--- config.mk ---
export PLATFORM = sky130hd
export DESIGN_NAME = jy61p_cfg_seq
export DESIGN_NICKNAME = d
export VERILOG_FILES = /design/src/rtl/jy61p_cfg_seq.sv
export SDC_FILE = /design/constraint.sdc
export NUM_CORES = 1
export LEC_CHECK = 0
export CORE_ASPECT_RATIO = 2
export CORE_MARGIN = 4
export CORE_UTILIZATION = 40
export DETAILED_ROUTE_END_ITERATION = 8
export GPL_ROUTABILITY_DRIVEN = 0
export PLACE_DENSITY = 0.71
export SKIP_CTS_REPAIR_TIMING = 1
export SLEW_MARGIN = 5
export SYNTH_ARGS = -nofsm -noshare
export SYNTH_HDL_FRONTEND = slang
export SYNTH_SLANG_ARGS = --single-unit
--- constraint.sdc ---
create_clock -name clk -period 2.2 [get_ports clk]
set_clock_uncertainty 0.15 [all_clocks]
set_input_delay 0.22 -clock clk [delete_from_list [all_inputs] [get_ports clk]]
set_output_delay 0.22 -clock clk [all_outputs]
set_load 0.02 [all_outputs]
--- src/rtl/jy61p_cfg_seq.sv ---
// JY61P configuration sequencer: sends unlock, register-write and optional save frames as 8N1 UART bytes.
// Define JY61P_CFG_SAVE_EN to build the GAP2 + SAVE frame; otherwise the sequence ends after the write frame.
module jy61p_cfg_seq #(
  parameter int unsigned CLK_FREQ = 50_000_000,
  parameter int unsigned BAUD     = 9600,
  parameter int unsigned GAP_CYC  = 50_000
) (
  input  logic        clk,
  input  logic        rst,
  input  logic        start,
  input  logic [7:0]  reg_addr,
  input  logic [15:0] reg_data,
  input  logic        abort,
  output logic        busy,
  output logic        done,
  output logic        aborted,
  output logic        uart_tx
);

  localparam int unsigned BAUD_DIV = CLK_FREQ / BAUD;
  localparam int unsigned DIV_W    = $clog2(BAUD_DIV);
  localparam int unsigned GAP_W    = $clog2(GAP_CYC + 1);

  typedef enum logic [2:0] {
    IDLE,
    TX_UNLOCK,
    GAP1,
    TX_WRITE,
`ifdef JY61P_CFG_SAVE_EN
    GAP2,
    TX_SAVE,
`endif
    DONE,
    ABORTED
  } state_t;

  state_t            state_q, state_d;
  logic [DIV_W-1:0]  div_q, div_d;
  logic [3:0]        bit_q, bit_d;
  logic [2:0]        byte_q, byte_d;
  logic [GAP_W-1:0]  gap_q, gap_d;
  logic              abort_pend_q, abort_pend_d;
  logic [7:0]        addr_q, addr_d;
  logic [15:0]       data_q, data_d;
  logic              tx_c, busy_c, done_c, aborted_c;
  logic              is_tx, is_gap;
  logic [7:0]        cur_byte;
  logic [2:0]        bit_idx;
  logic              tx_bit;
  state_t            gap_next, tx_next;

  // Frame byte currently being serialized and the line level for the current bit slot
  always_comb begin
    cur_byte = 8'h00;
    bit_idx  = 3'(bit_q - 4'd1);
    if (byte_q == 3'd0) begin
      cur_byte = 8'hFF;
    end else if (byte_q == 3'd1) begin
      cur_byte = 8'hAA;
    end else if (state_q == TX_UNLOCK) begin
      cur_byte = (byte_q == 3'd2) ? 8'h69 : (byte_q == 3'd3) ? 8'h88 : 8'hB5;
    end else if (state_q == TX_WRITE) begin
      cur_byte = (byte_q == 3'd2) ? addr_q : (byte_q == 3'd3) ? data_q[7:0] : data_q[15:8];
    end
    if (bit_q == 4'd0) begin
      tx_bit = 1'b0;
    end else if (bit_q == 4'd9) begin
      tx_bit = 1'b1;
    end else begin
      tx_bit = cur_byte[bit_idx];
    end
  end

  // State classification and successor states
  always_comb begin
`ifdef JY61P_CFG_SAVE_EN
    is_tx    = (state_q == TX_UNLOCK) || (state_q == TX_WRITE) || (state_q == TX_SAVE);
    is_gap   = (state_q == GAP1) || (state_q == GAP2);
    gap_next = (state_q == GAP2) ? TX_SAVE : TX_WRITE;
    tx_next  = (state_q == TX_UNLOCK) ? GAP1 : (state_q == TX_WRITE) ? GAP2 : DONE;
`else
    is_tx    = (state_q == TX_UNLOCK) || (state_q == TX_WRITE);
    is_gap   = (state_q == GAP1);
    gap_next = TX_WRITE;
    tx_next  = (state_q == TX_UNLOCK) ? GAP1 : DONE;
`endif
  end

  // Next-state and output decode
  always_comb begin
    state_d      = state_q;
    div_d        = div_q;
    bit_d        = bit_q;
    byte_d       = byte_q;
    gap_d        = gap_q;
    abort_pend_d = abort_pend_q;
    addr_d       = addr_q;
    data_d       = data_q;
    tx_c         = 1'b1;
    busy_c       = 1'b0;
    done_c       = 1'b0;
    aborted_c    = 1'b0;
    case (state_q)
      IDLE: begin
        if (start) begin
          state_d      = TX_UNLOCK;
          addr_d       = reg_addr;
          data_d       = reg_data;
          div_d        = '0;
          bit_d        = '0;
          byte_d       = '0;
          gap_d        = '0;
          abort_pend_d = 1'b0;
        end
      end
      DONE: begin
        done_c  = 1'b1;
        state_d = IDLE;
      end
      ABORTED: begin
        aborted_c = 1'b1;
        state_d   = IDLE;
      end
      default: begin
        if (is_gap) begin
          busy_c = 1'b1;
          if (abort) begin
            state_d = ABORTED;
          end else if (gap_q == GAP_W'(GAP_CYC - 1)) begin
            gap_d   = '0;
            state_d = gap_next;
          end else begin
            gap_d = gap_q + GAP_W'(1);
          end
        end else if (is_tx) begin
          busy_c = 1'b1;
          tx_c   = tx_bit;
          if (abort) abort_pend_d = 1'b1;
          // Abort is only honoured once the stop bit has fully gone out
          if (div_q == DIV_W'(BAUD_DIV - 1)) begin
            div_d = '0;
            if (bit_q == 4'd9) begin
              bit_d = '0;
              if (abort || abort_pend_q) begin
                state_d = ABORTED;
              end else if (byte_q == 3'd4) begin
                byte_d  = '0;
                gap_d   = '0;
                state_d = tx_next;
              end else begin
                byte_d = byte_q + 3'd1;
              end
            end else begin
              bit_d = bit_q + 4'd1;
            end
          end else begin
            div_d = div_q + DIV_W'(1);
          end
        end else begin
          state_d = IDLE;
        end
      end
    endcase
  end

  // State, counters, latched payload and registered outputs
  always_ff @(posedge clk or posedge rst) begin
    if (rst) begin
      state_q      <= IDLE;
      div_q        <= '0;
      bit_q        <= '0;
      byte_q       <= '0;
      gap_q        <= '0;
      abort_pend_q <= 1'b0;
      addr_q       <= '0;
      data_q       <= '0;
      uart_tx      <= 1'b1;
      busy         <= 1'b0;
      done         <= 1'b0;
      aborted      <= 1'b0;
    end else begin
      state_q      <= state_d;
      div_q        <= div_d;
      bit_q        <= bit_d;
      byte_q       <= byte_d;
      gap_q        <= gap_d;
      abort_pend_q <= abort_pend_d;
      addr_q       <= addr_d;
      data_q       <= data_d;
      uart_tx      <= tx_c;
      busy         <= busy_c;
      done         <= done_c;
      aborted      <= aborted_c;
    end
  end

endmodule

==> impl_metrics.csv, run 1 <==
group,metric,value,unit
critical_path,critical_path_class,"reg -> reg",
logic_synthesis,syn-num-nets,421,
layout,syn2layout_area_growth,24.3,%
drt,avgRoutedWirePerCell,16.6,um
logic_synthesis,yosys_warnings,0,
min_path,hp-class,"in -> async",
clocking,htreeDepth,3,
power,total_power,5.37,mW
critical_path,crit_fanout,4,
logic_synthesis,synthCells,383,
flow_run,cap_viol_max_count,0,
sta,tns,0,ns
drt,firstDrtPassIters,4,
floorplan,die-area,11200,um^2
critical_path,worstPathCellList,"ha_1 > ha_1 > mux2_2 > mux2_2 > a41o_1 > a21oi_1 > o21a_1 > a21oi_1",
sta,slew-limit-headroom,0.737,
sta,layout_setup_ws,0.0880,ns
critical_path,start_kind,"flip-flop",
drt,vias_per_cell,5.75,
power,cellPowerDensity,1140,nW/um^2
global_routing,grt_pass1_vias,3276,
global_routing,grt_overflow_total,0,
floorplan,die_w,76.8,um
critical_path,endpoint_kind,"flip-flop",
layout,nets,469,
drt,drt_iter0_drc,197,
clocking,insertion_delay,0.33,ns
critical_path,required,2.30,ns
outcome,status,"complete, no violations",
drt,routed-via-count,3104,
layout,final_layout_size_suffix_gt1_frac,0.209,
global_routing,grt_max_degree,69,
logic_synthesis,ys_seq_area_frac,0.449,
placed_design,place_hpwl,6610,um
logic_synthesis,synth_top_area_frac,0.442,
layout,diodes,0,
floorplan,die_y,146,um
logic_synthesis,synthFlopType,"dfrtp_1",
placed_design,pre_cts_slack,0.0337,ns
critical_path,cpMaxStageDelayCell,"dfrtp_1",
sta,hold_slack,0.117,ns
sta,setup_viol,0,
sta,fin_crit_sh,0.960,
logic_synthesis,synth.cell_area,3790,um^2
power,p_leak,2.03,nW
sta,slew_violations,0,
logic_synthesis,netlist_top_cells_area,"dfrtp_1 44%, mux2_2 7.7%, o21ai_0 5.4%",
sta,period_needed,2.11,ns
logic_synthesis,yosys.area.top_type,"dfrtp_1",
clocking,cts_buffers,9,
layout,fill_cells,854,
logic_synthesis,syn_avg_cell_area,9.90,um^2
floorplan,rows,50,
clocking,cts_num_sinks,68,
clocking,cts_tree,"done",
power,peakVddDrop,0.682,mV
logic_synthesis,ys_ff_latch,68,
global_routing,track_usage,0.171,
global_routing,antenna_found_initial,0,
drt,drc_errors,0,
placed_design,portBuffers,31,
logic_synthesis,async_flop_share,1.00,
clocking,clk_pin_slew,0.05,ns
sta,tightest_slew,0.394,ns
critical_path,startpoint,"byte_q[1]",
sta,finalHoldViolCount,0,
floorplan,core-area,9320,um^2
critical_path,regToRegStartpoint,"byte_q[1]",
floorplan,ios,32,
critical_path,max_stage_delay,0.41,ns
global_routing,grt_pass1_wl,15300,um
floorplan,start_util,0.407,
clocking,root_buffer,"clkbuf_16",
clocking,cts_max_path_buffers,2,
drt,routed_wl,8950,um
critical_path,cp.arrival,2.21,ns
drt,drt.antenna.violating_nets,0,
logic_synthesis,synth_edf_count,0,
logic_synthesis,ys_types,66,
sta,timing.fmax,473,MHz
==> critical path, delay by kind of cell, from the launching register on <==
family / cells / cell delay (ns)
DFF: 1 / 0.41
muxes: 2 / 0.53
AOI/OAI and AO/OA: 4 / 0.53
adders and majority gates: 2 / 0.41
==> layout by cell type, fill, tap and decap left out, types with 9 or more instances in the layout <==
cell type | netlist | routed
dfrtp_1 | 67 | 66
nor2_1 | 22 | 22
clkbuf_16 | 0 | 9
o21ai_0 | 41 | 41
mux2_2 | 26 | 26
a21oi_1 | 13 | 13
inv_1 | 11 | 10
o21ai_1 | 12 | 12
nand2_1 | 35 | 35
ha_1 | 10 | 10
buf_4 | 5 | 20
nand3_1 | 13 | 13
clkdlybuf4s50_1 | 0 | 31
and3_1 | 12 | 12
==> Yosys cell counts (3+ instances only) <==
| cell type | instances |
|---|---|
| buf_6 | 4 |
| nand2b_1 | 4 |
| and3_1 | 12 |
| nor3_1 | 8 |
| nor4b_2 | 3 |
| dfrtp_1 | 67 |
| inv_1 | 11 |
| nor4_1 | 3 |
| or3_1 | 3 |
| nand4_1 | 8 |
| nand4_2 | 3 |
| o31ai_1 | 6 |
| xor2_1 | 5 |
| nand2_1 | 35 |
| o21ai_1 | 12 |
| nand3_1 | 13 |
| nor2_1 | 22 |
| buf_4 | 5 |
| clkbuf_1 | 3 |
| o21ai_0 | 41 |
| buf_2 | 4 |
| a211oi_1 | 4 |
| mux2_2 | 26 |
| a31oi_1 | 5 |
| ha_1 | 10 |
| a21oi_1 | 13 |
| mux2i_1 | 5 |
==> report_power, final <==
part / switching (mW) / internal, mW / leakage (nW) / total, mW
logic: 0.926 / 0.842 / 0.992 / 1.77
registers: 0.312 / 1.62 / 0.870 / 1.93
clock network: 0.534 / 1.14 / 0.169 / 1.67
total: 1.77 / 3.60 / 2.03 / 5.37
==> state kept, by name, indices dropped and copies added (netlist names) <==
register,flops
data_q,16
gap_q,16
div_q,13
addr_q,8
bit_q,4
byte_q,3
state_q,3
abort_pend_q,1
aborted,1
busy,1
done,1
uart_tx,1
==> area by class of cell <==
class	count	area [um^2]	share of cell area
clock inverters	6	111	0.0236
repair buffers	54	520	0.110
well taps	104	130	0.0276
clock buffers	10	239	0.0507
inverters	13	48.8	0.0104
flip-flops and latches	68	1700	0.362
multi-input cells	285	1960	0.415
==> path summary, 6_finish.rpt <==
path                       cells after the start  slack [ns]          to
max in group asynchronous                      3        1.46     uart_tx
min reg2reg                                    1        0.36  data_q[14]
max reg2reg                                    8        0.09     uart_tx
min in group clk                               3        0.29   addr_q[6]
max                                            8        0.09     uart_tx
min                                            3        0.12    div_q[7]
==> per-layer routing <==
| metal | global-route usage | vias to the layer above | wire [um] | part of all wire |
|---|---|---|---|---|
| met5 | 0 | - | 0 | 0 |
| met4 | 0.0926 | 0 | 206 | 0.023 |
| met3 | 0.0310 | 19 | 245 | 0.027 |
| met2 | 0.319 | 68 | 5250 | 0.59 |
| met1 | 0.175 | 1521 | 3250 | 0.36 |
| li1 | - | 1496 | - | - |
==> logic make-up (layout without fill, tap and decap cells) <==
| logic type | Yosys count | in the layout | synth area share |
|---|---|---|---|
| multiplexers | 31 | 31 | 0.0904 |
| AO/OA/AOI/OAI | 101 | 101 | 0.161 |
| buffers and inverters | 30 | 83 | 0.0442 |
| AND/OR/NAND/NOR | 138 | 138 | 0.211 |
| adder cells (fa/ha/maj) | 10 | 10 | 0.0330 |
| XOR/XNOR | 5 | 5 | 0.0116 |
| flip-flops | 68 | 68 | 0.449 |
==> through the flow <==
step                cell area, um^2  utilization  std cells
finish                         4710        0.505        540
global route                   4710        0.505        540
CTS                            4670        0.501        540
detailed placement             4320        0.464        524
global placement               4320        0.464        524
floorplan                      3790            -        383
No activity file was read; power rests on OpenSTA's default activity.
==> run 2, diff against run 1 <==
--- a/config.mk
+++ b/config.mk
@@ -10,6 +10,7 @@
 export CORE_UTILIZATION = 40
 export DETAILED_ROUTE_END_ITERATION = 8
 export GPL_ROUTABILITY_DRIVEN = 0
+export MAX_ROUTING_LAYER = met4
 export PLACE_DENSITY = 0.71
 export SKIP_CTS_REPAIR_TIMING = 1
 export SLEW_MARGIN = 5
==> run 2 against run 1 <==
  * Sequential cell count unchanged
  * Clock power about the same
  * Power about the same
  * Largest power group unchanged
  * Non-clock buffer count unchanged
  * Utilization up 0.094 points
  * Critical endpoint unchanged
  * Critical path depth unchanged
  * Cell area up 0.19%
  * Die area unchanged
  * Combinational power about the same
==> impl_metrics.csv, run 2 (synthesis gave the netlist of run 1 again) <==
group,metric,value,unit
drt,routed_wl,8940,um
flow_run,cap_viol_max_count,0,
placed_design,portBuffers,31,
clocking,root_buffer,"clkbuf_16",
layout,postLayoutCellArea,4720,um^2
clocking,insertion_delay,0.33,ns
layout,reg_top3,"data_q: 16 flops, gap_q: 16 flops, div_q: 13 flops",
global_routing,grt_max_degree,69,
critical_path,regToRegStartpoint,"byte_q[1]",
layout,syn2layout_area_growth,24.5,%
critical_path,cpMaxStageDelayCell,"dfrtp_1",
drt,drt.antenna.violating_nets,0,
layout,layout_common_cells,"66 x dfrtp_1, 41 x o21ai_0, 35 x nand2_1",
sta,tightest_slew,0.424,ns
critical_path,r2r_slack,0.1,ns
layout,final_common_cell,"dfrtp_1",
critical_path,required,2.30,ns
critical_path,critical_path_class,"reg -> reg",
critical_path,reg2regPathDepth,8,
sta,period_needed,2.10,ns
drt,firstDrtPassIters,4,
critical_path,cp.arrival,2.20,ns
clocking,htreeDepth,3,
floorplan,die-area,11200,um^2
sta,setup_viol,0,
global_routing,antenna_found_initial,0,
clocking,cts_buffers,9,
floorplan,die_w,76.8,um
layout,diodes,0,
drt,routed-via-count,3107,
power,cellPowerDensity,1140,nW/um^2
min_path,hp-class,"in -> async",
floorplan,ios,32,
power,p_leak,2.04,nW
sta,slew-limit-headroom,0.717,
floorplan,start_util,0.407,
sta,finalHoldViolCount,0,
floorplan,rows,50,
global_routing,track_usage,0.176,
global_routing,grt_pass1_wl,15300,um
drt,drc_errors,0,
sta,fin_crit_sh,0.956,
floorplan,die_y,146,um
critical_path,max_stage_delay,0.41,ns
critical_path,worstPathCellList,"ha_1 > ha_1 > mux2_2 > mux2_2 > a41o_1 > a21oi_1 > o21a_1 > a21oi_1",
global_routing,grt_pass1_vias,3257,
critical_path,endpoint_kind,"flip-flop",
placed_design,post_dp_cell_area,4320,um^2
floorplan,core-area,9320,um^2
clocking,clk_pin_slew,0.05,ns
clocking,cts_max_path_buffers,2,
power,total_power,5.37,mW
outcome,status,"complete, no violations",
critical_path,crit_fanout,4,
drt,drt_iter0_drc,178,
global_routing,grt_overflow_total,0,
sta,slew_violations,0,
clocking,cts_num_sinks,68,
critical_path,r2r_end,"uart_tx",
sta,timing.fmax,476,MHz
clocking,cts_tree,"done",
layout,nets,469,
placed_design,place_hpwl,6610,um
layout,final_layout_size_suffix_gt1_frac,0.209,
critical_path,start_kind,"flip-flop",
drt,avgRoutedWirePerCell,16.5,um
drt,vias_per_cell,5.75,
power,peakVddDrop,0.687,mV
run 2: cell counts in the layout (fill, tap and decap cells not counted):
Identical to the previous run, type by type.
run 2: per-layer routing:
layer,vias to the layer above,global-route usage,share of wire
met5,-,-,0
met4,0,0.0835,0.027
met3,24,0.0372,0.022
met2,66,0.320,0.58
met1,1520,0.174,0.37
li1,1497,-,-
run 2: report_power, final:
| group | switching [mW] | internal, mW |
|---|---|---|
| combinational | 0.926 | 0.842 |
| clock | 0.531 | 1.14 |
| sequential | 0.315 | 1.62 |
run 2: area by class of cell:
class                           count  area (um^2)
Inverter                           13         48.8
Timing Repair Buffer               54          520
Tap cell                          104          130
Fill cell                         851         4600
Multi-Input combinational cell    285         1970
Clock inverter                      6          111
Clock buffer                       10          239
Sequential cell                    68         1700
run 2: critical path, delay by kind of cell (launching register included):
| family | cells | cell delay, ns |
|---|---|---|
| mux | 2 | 0.53 |
| compound gates | 4 | 0.53 |
| fa+ha+maj | 2 | 0.41 |
| flops | 1 | 0.41 |
run 2: per-stage QoR:
stage               worst slack [ns]  hold slack [ns]  utilization  std cells  TNS (ns)
floorplan                      0.120            0.187            -        383         0
finish                        0.0977            0.119        0.506        540         0
global route                -0.00127            0.156        0.506        540  -0.00127
global placement              0.0254            0.334        0.464        524         0
detailed placement            0.0337            0.346        0.464        524         0
CTS                           0.0173            0.146        0.501        540         0
run 2: worst max-delay path by stage:
stage | startpoint | to | depth (start not counted)
4_1_cts | byte_q[0] | uart_tx | 9
6_report | byte_q[1] | uart_tx | 8
3_5_place_dp | byte_q[0] | uart_tx | 9
5_1_grt | gap_q[0] | gap_q[8] | 8
2_1_floorplan | rst | abort_pend_q | 1
3_3_place_gp | byte_q[0] | uart_tx | 9
==> run 3, diff against run 2 <==
--- a/config.mk
+++ b/config.mk
@@ -10,6 +10,7 @@
 export CORE_UTILIZATION = 40
 export DETAILED_ROUTE_END_ITERATION = 8
 export GPL_ROUTABILITY_DRIVEN = 0
+export GPL_TIMING_DRIVEN = 0
 export MAX_ROUTING_LAYER = met4
 export PLACE_DENSITY = 0.71
 export SKIP_CTS_REPAIR_TIMING = 1
==> run 3 against run 2 <==
  * Clock power decreased by 7%
  * Utilization down 0.28 points
  * Register-to-register slack worse by 0.05 ns
  * First-iteration DRC count rose by 13%
  * Die area is the same
==> impl_metrics.csv, run 3 (synthesis gave the netlist of run 1 again) <==
group,metric,value,unit
outcome,status,"complete, no violations",
critical_path,crit_fanout,10,
drt,firstDrtPassIters,4,
placed_design,post_dp_cell_area,4220,um^2
min_path,worstHoldStart,"abort",
global_routing,grt_max_degree,69,
drt,avgRoutedWirePerCell,17.2,um
power,peakVddDrop,0.650,mV
placed_design,dp_cells,517,
sta,slew-limit-headroom,0.422,
drt,drt.antenna.violating_nets,0,
drt,routed-via-count,3175,
floorplan,start_util,0.407,
drt,vias_per_cell,5.89,
critical_path,critical_path_class,"reg -> reg",
clocking,root_buffer,"clkbuf_16",
critical_path,required,2.31,ns
sta,period_needed,2.15,ns
sta,timing.fmax,465,MHz
layout,layout_common_cells,"64 x dfrtp_1, 40 x o21ai_0, 35 x nand2_1",
floorplan,rows,50,
critical_path,cp.arrival,2.26,ns
floorplan,die_w,76.8,um
critical_path,worstPathCellList,"ha_4 > ha_4 > buf_4 > mux2i_1 > a311oi_1 > o221ai_1 > o21a_1 > a21oi_2",
sta,rsz0062_at_grt,"yes",
critical_path,cpMaxStageDelayCell,"dfrtp_2",
layout,fill_cells,836,
drt,drt_iter0_drc,201,
layout,fin_cells,539,
global_routing,antenna_found_initial,0,
power,cellPowerDensity,1110,nW/um^2
layout,syn2layout_area_growth,23.8,%
placed_design,place_hpwl,6690,um
clocking,clk_pin_slew,0.06,ns
flow_run,cap_viol_max_count,0,
global_routing,track_usage,0.174,
global_routing,gr-max-usage-layer,"met2",
placed_design,portBuffers,30,
sta,slew_violations,0,
global_routing,grt_pass1_wl,15000,um
layout,final_layout_size_suffix_gt1_frac,0.218,
critical_path,max_stage_delay,0.44,ns
global_routing,use_met2,0.320,
clocking,insertion_delay,0.34,ns
critical_path,cp_num_buf_inv,1,
layout,reg_top3,"data_q: 16 flops, gap_q: 16 flops, div_q: 13 flops",
drt,drc_errors,0,
sta,setup_viol,0,
global_routing,grtUsageMet3,0.0322,
floorplan,die_y,146,um
floorplan,core-area,9320,um^2
global_routing,grt_overflow_total,0,
critical_path,start_kind,"flip-flop",
layout,postLayoutCellArea,4690,um^2
clocking,cts_max_path_buffers,2,
floorplan,die-area,11200,um^2
clocking,cts_buffers,9,
critical_path,path_delay_family,"compound AO/OA/AOI/OAI gates",
layout,diodes,0,
global_routing,gr-usage-met1,0.166,
clocking,htreeDepth,3,
critical_path,regToRegStartpoint,"byte_q[0]",
clocking,cts_tree,"done",
critical_path,crit_top_cell,"ha_4",
critical_path,endpoint_kind,"flip-flop",
clocking,cts_num_sinks,68,
min_path,hp-class,"in -> reg",
sta,fin_crit_sh,0.977,
sta,finalHoldViolCount,0,
floorplan,ios,32,
layout,final_common_cell,"dfrtp_1",
power,p_leak,2.01,nW
sta,tightest_slew,0.867,ns
critical_path,startpoint,"byte_q[0]",
global_routing,grt_pass1_vias,3200,
drt,routed_wl,9280,um
layout,nets,468,
## run 3: cell types whose count changed in the layout (fill, tap and decap cells not counted), moves of 3 or more
cell and change:
buf_12 -3, buf_6 +4, buf_2 +3, buf_4 -8, clkbuf_1 +4
## run 3: power breakdown
group | total [mW] | switching, mW | internal, mW
Sequential | 1.88 | 0.258 | 1.62
Combinational | 1.81 | 0.996 | 0.811
Clock | 1.55 | 0.555 | 0.992
Total | 5.23 | 1.81 | 3.42
## run 3: path summary, 6_finish.rpt
kind                            slack [ns]          to  depth (start not counted)
worst max-delay path                  0.05     uart_tx                          8
worst min-delay path                  0.11  state_q[2]                          3
worst max register to register        0.05     uart_tx                          8
worst min register to register        0.34   gap_q[15]                          1
max in group asynchronous             1.01   byte_q[0]                          2
min in group asynchronous             0.26    div_q[7]                          2
## run 3: tightest hold or removal path: stages
cell and delay [ns]:
buf_2 0.16, nor2_1 0.10, nor4_1 0.06
## run 3: final cells by class
cell class	count	area [um^2]	share of cell area
inverters	13	53.8	0.0115
clock buffers	10	229	0.0488
flip-flops and latches	68	1710	0.364
plain buffers	17	121	0.0259
multi-input cells	285	2020	0.430
repair buffers	36	345	0.0736
clock inverters	6	88.8	0.0189
well taps	104	130	0.0277
## run 3: stage by stage
stage               setup TNS, ns  worst slack, ns  power (mW)  hold WS [ns]   util
floorplan                       0            0.120        3.15         0.187      -
global placement           -68.68            -1.02        3.58         0.333  0.453
detailed placement         -0.252           -0.252        3.64         0.344  0.453
CTS                        -0.279           -0.279        5.20         0.101  0.487
global route              -0.0216          -0.0129        5.54         0.136  0.503
finish                          0           0.0510        5.23         0.109  0.503
## run 3: layer usage
metal	up-vias	routed length, um	part of all wire
li1	1499	-	-
met1	1562	3360	0.36
met2	85	5290	0.57
met3	29	275	0.030
met4	0	352	0.038
met5	-	0	0
